## config.mk

```make
export PLATFORM = sky130hd
export DESIGN_NAME = serial_twos_comp
export DESIGN_NICKNAME = d
export VERILOG_FILES = /design/src/rtl/twos_comp_pkg.sv /design/src/rtl/twos_comp_bit_cell.sv /design/src/rtl/serial_twos_comp.sv
export SDC_FILE = /design/constraint.sdc
export NUM_CORES = 1
export LEC_CHECK = 0
export CORE_UTILIZATION = 50
export CTS_CLUSTER_DIAMETER = 50
export DETAILED_ROUTE_END_ITERATION = 12
export PLACE_DENSITY = 0.8
export SLEW_MARGIN = 30
export SYNTH_ARGS = -nofsm -noshare
export SYNTH_HDL_FRONTEND = slang
export SYNTH_SLANG_ARGS = --single-unit
```

## constraint.sdc

```tcl
create_clock -name t_clk -period 2.8 [get_ports t_clk]
set_input_delay 0.42 -clock t_clk [delete_from_list [all_inputs] [get_ports t_clk]]
set_output_delay 0.42 -clock t_clk [all_outputs]
set_load 0.03 [all_outputs]
```

## src/rtl/twos_comp_pkg.sv

```systemverilog
// Shared definitions for the bit-serial two's-complement negation stage:
// default operand width, counter width and the controller state encoding.
package twos_comp_pkg;

  localparam int TWOS_COMP_WIDTH = 12;
  localparam int TWOS_COMP_CNT_W = $clog2(TWOS_COMP_WIDTH);

  typedef enum logic [1:0] {
    IDLE  = 2'd0,
    SHIFT = 2'd1,
    DONE  = 2'd2
  } state_t;

endpackage

```

## src/rtl/twos_comp_bit_cell.sv

```systemverilog
// Serial negation cell: copies bits through until the first one has been
// seen, then inverts every following bit. Holds the first-one flag.
module twos_comp_bit_cell (
  input  logic t_clk,
  input  logic rst,
  input  logic clear,
  input  logic en,
  input  logic din,
  input  logic neg,
  output logic res
);

  logic flag;

  // First-one flag: cleared at word load, set once a one has passed through.
  // NOTE: state registers use non-blocking assignment so every flop samples
  // pre-edge values and simulation matches the synthesized hardware.
  always_ff @(posedge t_clk or posedge rst) begin
    if (rst) begin
      flag <= 1'b0;
    end else if (clear) begin
      flag <= 1'b0;
    end else if (en && neg) begin
      flag <= flag | din;
    end
  end

  assign res = neg ? (din ^ flag) : din;

endmodule

```

## src/rtl/serial_twos_comp.sv

```systemverilog
// Bit-serial two's-complement negation stage (LSB first, one bit per clock).
// Optional build macro: TWOS_COMP_OVF_EN compiles in the most-negative-value
// overflow detector; without it out_ovf is tied low.
module serial_twos_comp
  import twos_comp_pkg::*;
#(
  parameter int WIDTH = TWOS_COMP_WIDTH
) (
  input  logic             t_clk,
  input  logic             rst,
  input  logic             in_valid,
  output logic             in_ready,
  input  logic [WIDTH-1:0] in_data,
  input  logic             in_neg,
  output logic             ser_bit,
  output logic             ser_valid,
  output logic             out_valid,
  input  logic             out_ready,
  output logic [WIDTH-1:0] out_data,
  output logic             out_zero,
  output logic             out_ovf
);

  localparam int              CNT_W = $clog2(WIDTH);
  localparam logic [CNT_W-1:0] LAST = CNT_W'(WIDTH - 1);

  state_t             state;
  logic [WIDTH-1:0]   shreg;
  logic [WIDTH-1:0]   resreg;
  logic [WIDTH-1:0]   res_next;
  logic [CNT_W-1:0]   cnt;
  logic               neg_q;
  logic               res_bit;
  logic               accept;
  logic               finish;
  logic               release_w;

  assign accept    = (state == IDLE) && in_valid;
  assign finish    = (state == SHIFT) && (cnt == LAST);
  assign release_w = (state == DONE) && out_ready;
  assign res_next  = {res_bit, resreg[WIDTH-1:1]};

  twos_comp_bit_cell u_cell (
    .t_clk (t_clk),
    .rst   (rst),
    .clear (accept),
    .en    (state == SHIFT),
    .din   (shreg[0]),
    .neg   (neg_q),
    .res   (res_bit)
  );

  // Controller: load on accept, shift one bit per cycle, hold result in DONE.
  always_ff @(posedge t_clk or posedge rst) begin
    if (rst) begin
      state    <= IDLE;
      shreg    <= '0;
      resreg   <= '0;
      cnt      <= '0;
      neg_q    <= 1'b0;
      out_zero <= 1'b0;
    end else begin
      case (state)
        IDLE: begin
          if (in_valid) begin
            shreg <= in_data;
            neg_q <= in_neg;
            cnt   <= '0;
            state <= SHIFT;
          end
        end
        SHIFT: begin
          shreg  <= shreg >> 1;
          resreg <= res_next;
          cnt    <= cnt + 1'b1;
          if (cnt == LAST) begin
            out_zero <= (res_next == '0);
            state    <= DONE;
          end
        end
        DONE: begin
          if (out_ready) begin
            out_zero <= 1'b0;
            state    <= IDLE;
          end
        end
        default: state <= IDLE;
      endcase
    end
  end

`ifdef TWOS_COMP_OVF_EN
  localparam logic [WIDTH-1:0] MOST_NEG = {1'b1, {(WIDTH-1){1'b0}}};

  logic ovf_pend;

  // Overflow: only the most negative operand negates to itself.
  always_ff @(posedge t_clk or posedge rst) begin
    if (rst) begin
      ovf_pend <= 1'b0;
      out_ovf  <= 1'b0;
    end else begin
      if (accept) begin
        ovf_pend <= in_neg && (in_data == MOST_NEG);
      end
      if (finish) begin
        out_ovf <= ovf_pend;
      end else if (release_w) begin
        out_ovf <= 1'b0;
      end
    end
  end
`else
  assign out_ovf = 1'b0;
`endif

  assign in_ready  = (state == IDLE);
  assign ser_valid = (state == SHIFT);
  assign out_valid = (state == DONE);
  assign out_data  = resreg;
  // The cell output is only meaningful while shifting; keep the pin quiet otherwise.
  assign ser_bit   = ser_valid & res_bit;

endmodule

```

# Word-level counts from Yosys, hierarchy flattened
# Index checks and enable logic that the tools add are counted.
[word_totals] ff_bits=33 inputBits=17 wordCells=42
[op_classes] add_sub_neg=1 eq_ne=6 muxes=14 bitwise=3 reduce_logical=11
[ops] op="$pmux 12 s2" count=1
[ops] op="$logic_not 12->1" count=1
[ops] op="$mux 12" count=1
[ops] op="$pmux 4 s2" count=1
[ops] op="$mux 2" count=3
[ops] op="$pmux 2 s3" count=1
[ops] op="$reduce_and 3->1" count=2
[ops] op="$reduce_bool 2->1" count=3
[ops] op="$mux 1" count=5
[ops] op="$add 4x1->4 const B" count=1
[ops] op="$eq 4x4->1 const B" count=1
[ops] op="$mux 4" count=1
[ops] op="$ne 2x1->1 const B" count=2
[ops] op="$reduce_and 2->1" count=2
[ops] op="$eq 2x1->1 const B" count=1
[ops] op="$eq 2x2->1 const B" count=1
[ops] op="$logic_and 1x1->1" count=2
[ops] op="$logic_not 2->1" count=1
[ops] op="$ne 2x2->1 const B" count=1
[ops] op="$pmux 1 s2" count=1
[ops] op="$and 1x1->1" count=1
[ops] op="$or 1x1->1" count=1
[ops] op="$xor 1x1->1" count=1

# Depth between registers and ports, before layout
# Gate-level depths: netlist of run 1.
[depth] word_depth=5 ltp_mapped=7 depth_no_buf=6

# Cells and area by module
# From an unflattened synthesis of run 1, not the netlist that was laid out.
[hier_totals] cells_unflattened=137 area_unflattened_um2=1539.0
[modules_own_cells] mod="serial_twos_comp" instances=1 cells_each=128 area_per_inst_um2=1467.7 seq_area_each_um2=800.8
[modules_own_cells] mod="twos_comp_bit_cell" instances=1 cells_each=9 area_per_inst_um2=71.3 seq_area_each_um2=25.0

# Least setup slack after synthesis of run 1
# No wires, ideal clock.
[synth_path] kind="flip-flop to output port" startpoint="register state[1]" endpoint="output port ser_bit" arrival_ns=1.665 required_ns=2.380 setup_slack_ns=0.715 stages_incl_launch_ff=6 path_buffers=2 path_cell_list="dfrtp_1 inv_1 ha_1 buf_4 buf_2 nor2b_1"
[synth_via] elab_chain_cells=2
[synth_rtl] element="start, declared" line_no="serial_twos_comp.sv:27" rtl="state_t state;"
[synth_rtl] element="start signal, assigned" line_no="serial_twos_comp.sv:56" rtl="state <= IDLE;"
[synth_rtl] element="start signal, assigned" line_no="serial_twos_comp.sv:69" rtl="state <= SHIFT;"
[synth_rtl] element="start signal, assigned" line_no="serial_twos_comp.sv:78" rtl="state <= DONE;"
[synth_rtl] element="$eq 2x1->1" line_no="serial_twos_comp.sv:118" rtl="assign ser_valid = (state == SHIFT);"
[synth_rtl] element="via ser_valid" line_no="serial_twos_comp.sv:16" rtl="output logic ser_valid,"
[synth_rtl] element="$and 1x1->1" line_no="serial_twos_comp.sv:122" rtl="assign ser_bit = ser_valid & res_bit;"
[synth_rtl] element="end, declared" line_no="serial_twos_comp.sv:15" rtl="output logic ser_bit,"
# The timed path passes the listed nets, and every way through them passes these cells.

# Worst setup path in the final report of run 1
[layout_path] startpoint="register state[0]" endpoint="output port in_ready"
[layout_via] elab_chain_cells=1
[layout_rtl] element="$logic_not 2->1" line_no="serial_twos_comp.sv:117" rtl="assign in_ready = (state == IDLE);"
[layout_rtl] element="end, declared" line_no="serial_twos_comp.sv:12" rtl="output logic in_ready,"
# No other way between the ends.

==> results.toml, run 1 <==
[setup_path]
crit_path_end_kind = "output pin"
crit_fanout = 6
required_ns = 2.38
crit_family = "buffers and inverters"
crit_buf_inv = 2
cp-start-kind = "flop"
crit_type = "reg2out"
critPathMaxStageDelay_ns = 0.74
crit_arrival_ns = 1.90
rr_worst_depth = 6
crit_cells = 3
cp_slowest_cell = "clkdlybuf4s50_1"
cp_cell_sequence = "inv_1 -> ha_1 -> clkdlybuf4s50_1"

[floorplan]
coreArea_mm2 = 0.00303
num_rows = 20
pin_count = 35
die_area_mm2 = 0.00340
start_util_pct = 52.4
die_x_um = 58.4
die_h_um = 58.4

[logic_synthesis]
avgSynthCellArea_um2 = 11.5
synth_top_area_share_pct = 52.0
ys_seq_area_share_pct = 52.0
synth_edf_count = 0
synthDistinctLibCells = 27
synth_seq_cells = 33
syn_area_mm2 = 0.00159
yosysTopAreaCell = "dfrtp_1"
yosysWarningCount = 0
synth_area_leaders = "dfrtp_1 52%, mux2_2 9.2%, mux2i_1 8.2%"
synth_async_sr_flop_share_pct = 100
synth-main-ff-cell = "dfrtp_1"
synth_nets = 160
synthCells = 138

[timing]
holdWs_ns = 0.462
worst_slew_pin_slew_ns = 0.562
finalSetupViolCount = 0
post-route-min-period_ns = 2.32
fin_crit_sh_pct = 82.8
fmax_mhz = 431
grt_setup_unrepaired = "no"
finClkSkew_ns = 0.00746
tns_ns = 0
relSlewSlack_pct = 62.4
hold_viol = 0
report.final.slew_viol_count = 0

[grt]
antenna_found_initial = 0
grt_overflow = 0
grt_pass1_wl_um = 4840
grt_max_degree = 34
grtUsageTotal_pct = 19.5
grt_pass1_vias = 1138

[layout]
finalNetCount = 196
n_antenna_cell = 0
drive_gt1_share_pct = 18.3
fillers = 264
area_growth_pct = 26.2

[routing]
vias = 1122
drtAntennaViolNets = 0
wl_um = 2910
dr.pass1.iters = 4
wl_per_cell_um = 13.3
via_per_inst = 5.12
drc = 0
drtIter0Drc = 22

[clock_network]
path_clk_slew_ns = 0.10
cts.sinks = 33
cts_resized = 0
cts_setup_buffers = 0
cts_tree = "done"
holdBufCountCts = 0
h-tree-depth = 2
clock_tree.buffer_depth = 2
cts_inserted_buffers = 5
cts_root_buf = "clkbuf_4"
clock_latency_ns = 0.33

[placement]
gp_congestion = 0.666
portBuffers = 33
hpwl_um = 2050

[min_path]
hold_path.class = "in2async"

[flow_run]
drv_cap = 0

[pwr]
leakage_nw = 0.882
max-vdd-ir-drop_v = 0.000750
power_density_mw_per_mm2 = 1220

[outcome]
status = "complete, no violations"
## sequential cells by signal, summed over array words and instances (netlist names)
name         cells
out_zero         1
shreg           12
state            2
out_data        12
neg_q            1
u_cell.flag      1
cnt              4
## metal layers
layer / GRT usage [%] / share of wire [%] / vias up / wire (µm)
li1: - / - / 549 / -
met3: 5.93 / 5.6 / 7 / 162
met2: 35.0 / 50 / 31 / 1460
met4: 9.18 / 1.8 / 0 / 51
met5: 0 / 0 / - / 0
met1: 20.9 / 42 / 535 / 1230
## final timing paths
kind | from | to | slack [ns]
worst max-delay path | state[0] | in_ready | 0.48
worst min-delay path | rst | out_data[2] | 0.46
worst max register to register | state[1] | state[1] | 1.06
worst min register to register | shreg[5] | shreg[5] | 0.49
max in group asynchronous | rst | shreg[11] | 2.04
min in group t_clk | shreg[5] | shreg[5] | 0.49
## layout by cell type, fill, tap and decap left out
master | synthesis | routed
a21oi_1 | 3 | 3
a32o_1 | 1 | 1
and3_1 | 2 | 2
nand2b_1 | 1 | 1
nand4_1 | 1 | 1
nand3_1 | 4 | 4
buf_4 | 4 | 5
o22ai_1 | 1 | 1
a31oi_1 | 3 | 3
clkbuf_4 | 0 | 5
nor2_1 | 1 | 1
nor4_1 | 3 | 3
o21ai_2 | 4 | 4
nand2b_4 | 1 | 1
clkbuf_8 | 0 | 2
conb_1 | 1 | 1
a22o_1 | 2 | 2
mux2i_1 | 13 | 13
clkinv_2 | 0 | 1
mux2_2 | 13 | 13
o21ai_4 | 1 | 1
o21ai_0 | 11 | 11
and2_1 | 1 | 1
ha_1 | 5 | 5
dfrtp_1 | 33 | 33
nand2_1 | 15 | 15
clkdlybuf4s50_1 | 0 | 31
inv_1 | 10 | 10
nor2b_1 | 1 | 1
## tightest hold or removal path, stage by stage
cell and delay [ns]:
clkdlybuf4s50_1 0.39, inv_1 0.05, buf_4 0.36
## synthesized netlist by cell type, types with 2 or more instances
cell type and instances:
a21oi_1 3, a22o_1 2, a31oi_1 3, and3_1 2, buf_4 4, buf_6 2, dfrtp_1 33, ha_1 5
inv_1 10, mux2_2 13, mux2i_1 13, nand2_1 15, nand3_1 4, nor4_1 3, o21ai_0 11, o21ai_2 4
## power by group
part | total (W) | switching, W | internal [W]
clock | 0.000296 | 0.000150 | 0.000145
combinational | 0.00129 | 0.000712 | 0.000578
sequential | 0.000867 | 0.000167 | 0.000700
## layout make-up
class / instances / area, µm² / share of cell area [%]
sequential: 33 / 826 / 41.2
clock buffer: 7 / 65.1 / 3.25
inverter: 10 / 37.5 / 1.87
timing repair buffer: 36 / 348 / 17.4
clock inverter: 1 / 5.00 / 0.250
tap: 44 / 55.1 / 2.75
multi-input combinational: 88 / 667 / 33.3
## stage by stage
stage | power, W | utilization, % | cells | setup slack (ns) | instance area, µm²
floorplan | 0.00183 | - | 138 | 0.715 | 1590
global placement | 0.00212 | 63.8 | 211 | 0.884 | 1930
detailed placement | 0.00218 | 63.8 | 211 | 0.830 | 1930
CTS | 0.00249 | 66.2 | 219 | 0.467 | 2000
global route | 0.00264 | 66.2 | 219 | 0.391 | 2000
finish | 0.00245 | 66.2 | 219 | 0.481 | 2000
## kinds of logic after synthesis
group	synth area share, %
flip-flops	52.0
AND/OR/NAND/NOR	9.46
buffers and inverters	5.99
multiplexers	17.4
AO/OA/AOI/OAI	11.0
other	0.236
adder cells (fa/ha/maj)	3.94
Power figures use the tool's default switching activity.
==> run 2: changes to the inputs <==
- CORE_UTILIZATION: 50 -> 45
- PLACE_DENSITY: 0.8 -> 0.76
- clock period: 2.8 -> 1.9 ns (I/O delays scaled with it)
==> results.toml, run 2 (same netlist as run 1, synthesis figures left out) <==
[placement]
dp_cells = 216
hpwl_um = 2280
gp_congestion = 0.754
portBuffers = 33

[routing]
via_per_inst = 5.22
drtIter0Drc = 27
dr.pass1.iters = 4
drtAntennaViolNets = 0
wl_um = 3170
drc = 0
wl_per_cell_um = 14.1
vias = 1174

[floorplan]
num_rows = 21
die_x_um = 61.4
start_util_pct = 47.2
pin_count = 35
die_h_um = 61.4
die_area_mm2 = 0.00377
coreArea_mm2 = 0.00336

[clock_network]
cts_tree = "done"
cts_inserted_buffers = 5
clock_latency_ns = 0.34
clock_tree.buffer_depth = 2
h-tree-depth = 2
cts_root_buf = "clkbuf_4"
cts.sinks = 33
path_clk_slew_ns = 0.11

[setup_path]
ff2ff_setup_slack_ns = 0.24
critPathMaxStageDelay_ns = 0.39
crit_type = "reg2out"
cp_slowest_cell = "dfrtp_1"
required_ns = 1.62
crit_arrival_ns = 1.53
cp_cell_sequence = "inv_1 -> ha_1 -> mux2i_2 -> nor2b_2 -> buf_4"
crit_buf_inv = 2
cp-start-kind = "flop"
crit_family = "flip-flops"
crit_fanout = 3
crit_path_end_kind = "output pin"

[timing]
hold_viol = 0
finalSetupViolCount = 0
post-route-min-period_ns = 1.81
relSlewSlack_pct = 60.5
fin_crit_sh_pct = 95.4
fmax_mhz = 552
report.final.slew_viol_count = 0
finClkSkew_ns = 0.0124
worst_slew_pin_slew_ns = 0.591

[layout]
fin_cells = 225
finalNetCount = 200
final_util_pct = 61.3
final_common_cell = "dfrtp_1"
n_antenna_cell = 0
area_growth_pct = 29.8
final_cell_mix = "33 x dfrtp_1, 29 x clkdlybuf4s50_1, 15 x nand2_1"
drive_gt1_share_pct = 21.8

[flow_run]
drv_cap = 0

[grt]
grt_pass1_vias = 1122
grt_pass1_wl_um = 4840
grt_max_degree = 27
antenna_found_initial = 0
grtUsageTotal_pct = 18.1
grt_overflow = 0

[min_path]
hold_path.class = "in2async"

[outcome]
status = "complete, no violations"

[pwr]
leakage_nw = 0.908
power_density_mw_per_mm2 = 1860
p_total_w = 0.00383
max-vdd-ir-drop_v = 0.00114
[run 2: cell type report]
class,count,area (µm²)
flip-flops and latches,33,826
multi-input cells,88,676
inverters,10,37.5
clock buffers,6,51.3
clock inverters,2,37.5
fillers,301,1300
well taps,46,57.6
repair buffers,40,375
[run 2: what timing repair did]
item	CTS	global route
resized for setup	3	1
endpoints found under the setup margin	3	1
buffers inserted	0	1
hold buffers	0	0
hold endpoints to repair	0	0
[run 2: stage by stage]
step | area (µm²) | hold slack (ns) | worst slack (ns) | setup TNS, ns
after floorplan | 1590 | 0.414 | 0.0921 | 0
after global placement | 1960 | 0.462 | 0.224 | 0
after detailed placement | 1960 | 0.479 | 0.172 | 0
after CTS | 2050 | 0.230 | 0.0264 | 0
after global routing | 2060 | 0.259 | -0.00165 | -0.00165
final | 2060 | 0.225 | 0.0879 | 0
[run 2: per-layer routing]
| metal | global-route usage [%] | share of wire, % | up-vias |
|---|---|---|---|
| met5 | 0 | 0 | - |
| met4 | 9.52 | 1.9 | 0 |
| met3 | 5.25 | 5.4 | 8 |
| met2 | 30.3 | 48 | 28 |
| met1 | 21.2 | 45 | 577 |
| li1 | - | - | 561 |
[run 2: path summary, 6_finish.rpt]
check / from / to / cells past startpoint
min in group t_clk: shreg[6] / shreg[6] / 2
max in group asynchronous: rst / out_zero / 3
hold / removal: rst / shreg[8] / 2
hold reg to reg: shreg[6] / shreg[6] / 2
setup reg to reg: state[0] / shreg[7] / 5
setup / recovery: shreg[0] / ser_bit / 5
[run 2: worst register-to-register path, cell delays in order (launching register included)]
cell,delay (ns)
dfrtp_1,0.39
inv_1,0.07
ha_1,0.21
buf_4,0.17
o21ai_4,0.48
o21ai_0,0.20
[run 2: where the power goes]
group / internal (W) / leakage (nW) / switching (W)
sequential: 0.00103 / 0.407 / 0.000253
clock: 0.000313 / 0.0445 / 0.000246
combinational: 0.000897 / 0.456 / 0.00109
total: 0.00224 / 0.908 / 0.00159
==> run 3: changes to the inputs <==
- SLEW_MARGIN: 30 -> 20
- clock period: 1.9 -> 1.6 ns (I/O delays scaled with it)
==> results.toml, run 3 (same netlist as run 1, synthesis figures left out) <==
[timing]
tns_ns = -0.160
report.final.slew_viol_count = 0
post-route-min-period_ns = 1.74
finalSetupViolCount = 2
hold_viol = 0
fmax_mhz = 574
holdWs_ns = 0.295
finClkSkew_ns = 0.00410
layout_setup_ws_ns = -0.142
grt_setup_unrepaired = "yes"
fin_crit_sh_pct = 109

[grt]
grt_pass1_vias = 1158
grt_overflow = 0
antenna_found_initial = 0
grt_pass1_wl_um = 5000
grt_max_degree = 34
grtUsageTotal_pct = 18.9

[floorplan]
coreArea_mm2 = 0.00336
die_x_um = 61.4
start_util_pct = 47.2
num_rows = 21
pin_count = 35
die_h_um = 61.4
die_area_mm2 = 0.00377

[clock_network]
clock_latency_ns = 0.33
clock_tree.buffer_depth = 2
h-tree-depth = 2
holdBufCountCts = 0
cts_root_buf = "clkbuf_4"
cts.sinks = 33
cts_tree = "done"
cts_inserted_buffers = 5
path_clk_slew_ns = 0.10

[flow_run]
drv_cap = 0

[routing]
dr.pass1.iters = 4
wl_per_cell_um = 14.3
drtAntennaViolNets = 0
wl_um = 3250
via_per_inst = 5.15
vias = 1170
drc = 0
drtIter0Drc = 53

[outcome]
status = "finished, violations left"
violations = "setup timing"

[pwr]
power_density_mw_per_mm2 = 2180
max-vdd-ir-drop_v = 0.00125
leakage_nw = 0.943

[setup_path]
crit_arrival_ns = 1.50
cp-start-kind = "flop"
crit_fanout = 2
required_ns = 1.36
crit_buf_inv = 3
crit_path_end_kind = "output pin"
cp_slowest_cell = "dfrtp_1"
critPathMaxStageDelay_ns = 0.38
crit_type = "reg2out"
cp_cell_sequence = "inv_1 -> ha_1 -> mux2i_1 -> buf_4 -> nor2b_4 -> buf_6"
crit_family = "flip-flops"

[layout]
final_util_pct = 62.4
drive_gt1_share_pct = 25.4
finalNetCount = 202
final_common_cell = "dfrtp_1"
final_cell_mix = "33 x dfrtp_1, 16 x clkdlybuf4s50_1, 15 x nand2_1"
n_antenna_cell = 0
fin_cells = 227
area_growth_pct = 32.1

[placement]
portBuffers = 33
gp_congestion = 0.740
hpwl_um = 2200
dp_cells = 215

[min_path]
hold_path.class = "in2async"
[run 3: cell types whose count changed in the layout (fill, tap and decap cells not counted), moves of 2 or more]
cell             change
clkdlybuf4s50_1     -13
inv_2                +2
ha_4                 +2
ha_1                 -2
inv_1                -2
dlygate4sd2_1       +11
[run 3: per-stage QoR]
step | area [µm²] | power, W | worst slack [ns]
floorplan | 1600 | 0.00324 | 0.0113
global placement | 1960 | 0.00380 | 0.115
detailed placement | 1960 | 0.00390 | 0.0687
CTS | 2060 | 0.00446 | -0.124
global route | 2100 | 0.00491 | -0.242
finish | 2100 | 0.00457 | -0.142
[run 3: area by class of cell]
type                       instances  area (µm²)
fill                             296        1270
clock inverter                     1        5.00
tap                               46        57.6
timing repair buffer              41         388
sequential                        33         826
multi-input combinational         89         718
clock buffer                       7        65.1
inverter                          10        37.5
[run 3: power breakdown]
group	internal, W	switching, W	leakage [nW]
Combinational	0.00115	0.00137	0.495
Clock	0.000254	0.000271	0.0413
Sequential	0.00122	0.000307	0.407
[run 3: timing repair]
item                                   CTS  global route
setup endpoints to repair               15            18
pin swaps                                0             1
gates cloned                             0             1
endpoints found under the hold margin    0             0
gates resized for setup                 21             4
setup buffers                            1             2
[run 3: routing by layer]
| metal | global-route usage, % | wire [µm] |
|---|---|---|
| met1 | 21.7 | 1380 |
| met2 | 31.7 | 1630 |
| met3 | 5.04 | 169 |
| met4 | 11.4 | 70 |
| met5 | 0 | 0 |
[run 3: final timing paths]
path	from	end	slack, ns	cells past startpoint
hold reg to reg	shreg[9]	shreg[9]	0.49	2
min in group t_clk	shreg[9]	shreg[9]	0.49	2
setup / recovery	shreg[0]	ser_bit	-0.14	6
max in group asynchronous	rst	out_zero	1.01	3
setup reg to reg	state[1]	out_data[5]	0.15	4
hold / removal	rst	shreg[2]	0.30	3
[run 3: worst min-delay path, cell delays in order]
cell and delay [ns]:
clkdlybuf4s50_1 0.40, inv_1 0.06, buf_4 0.36
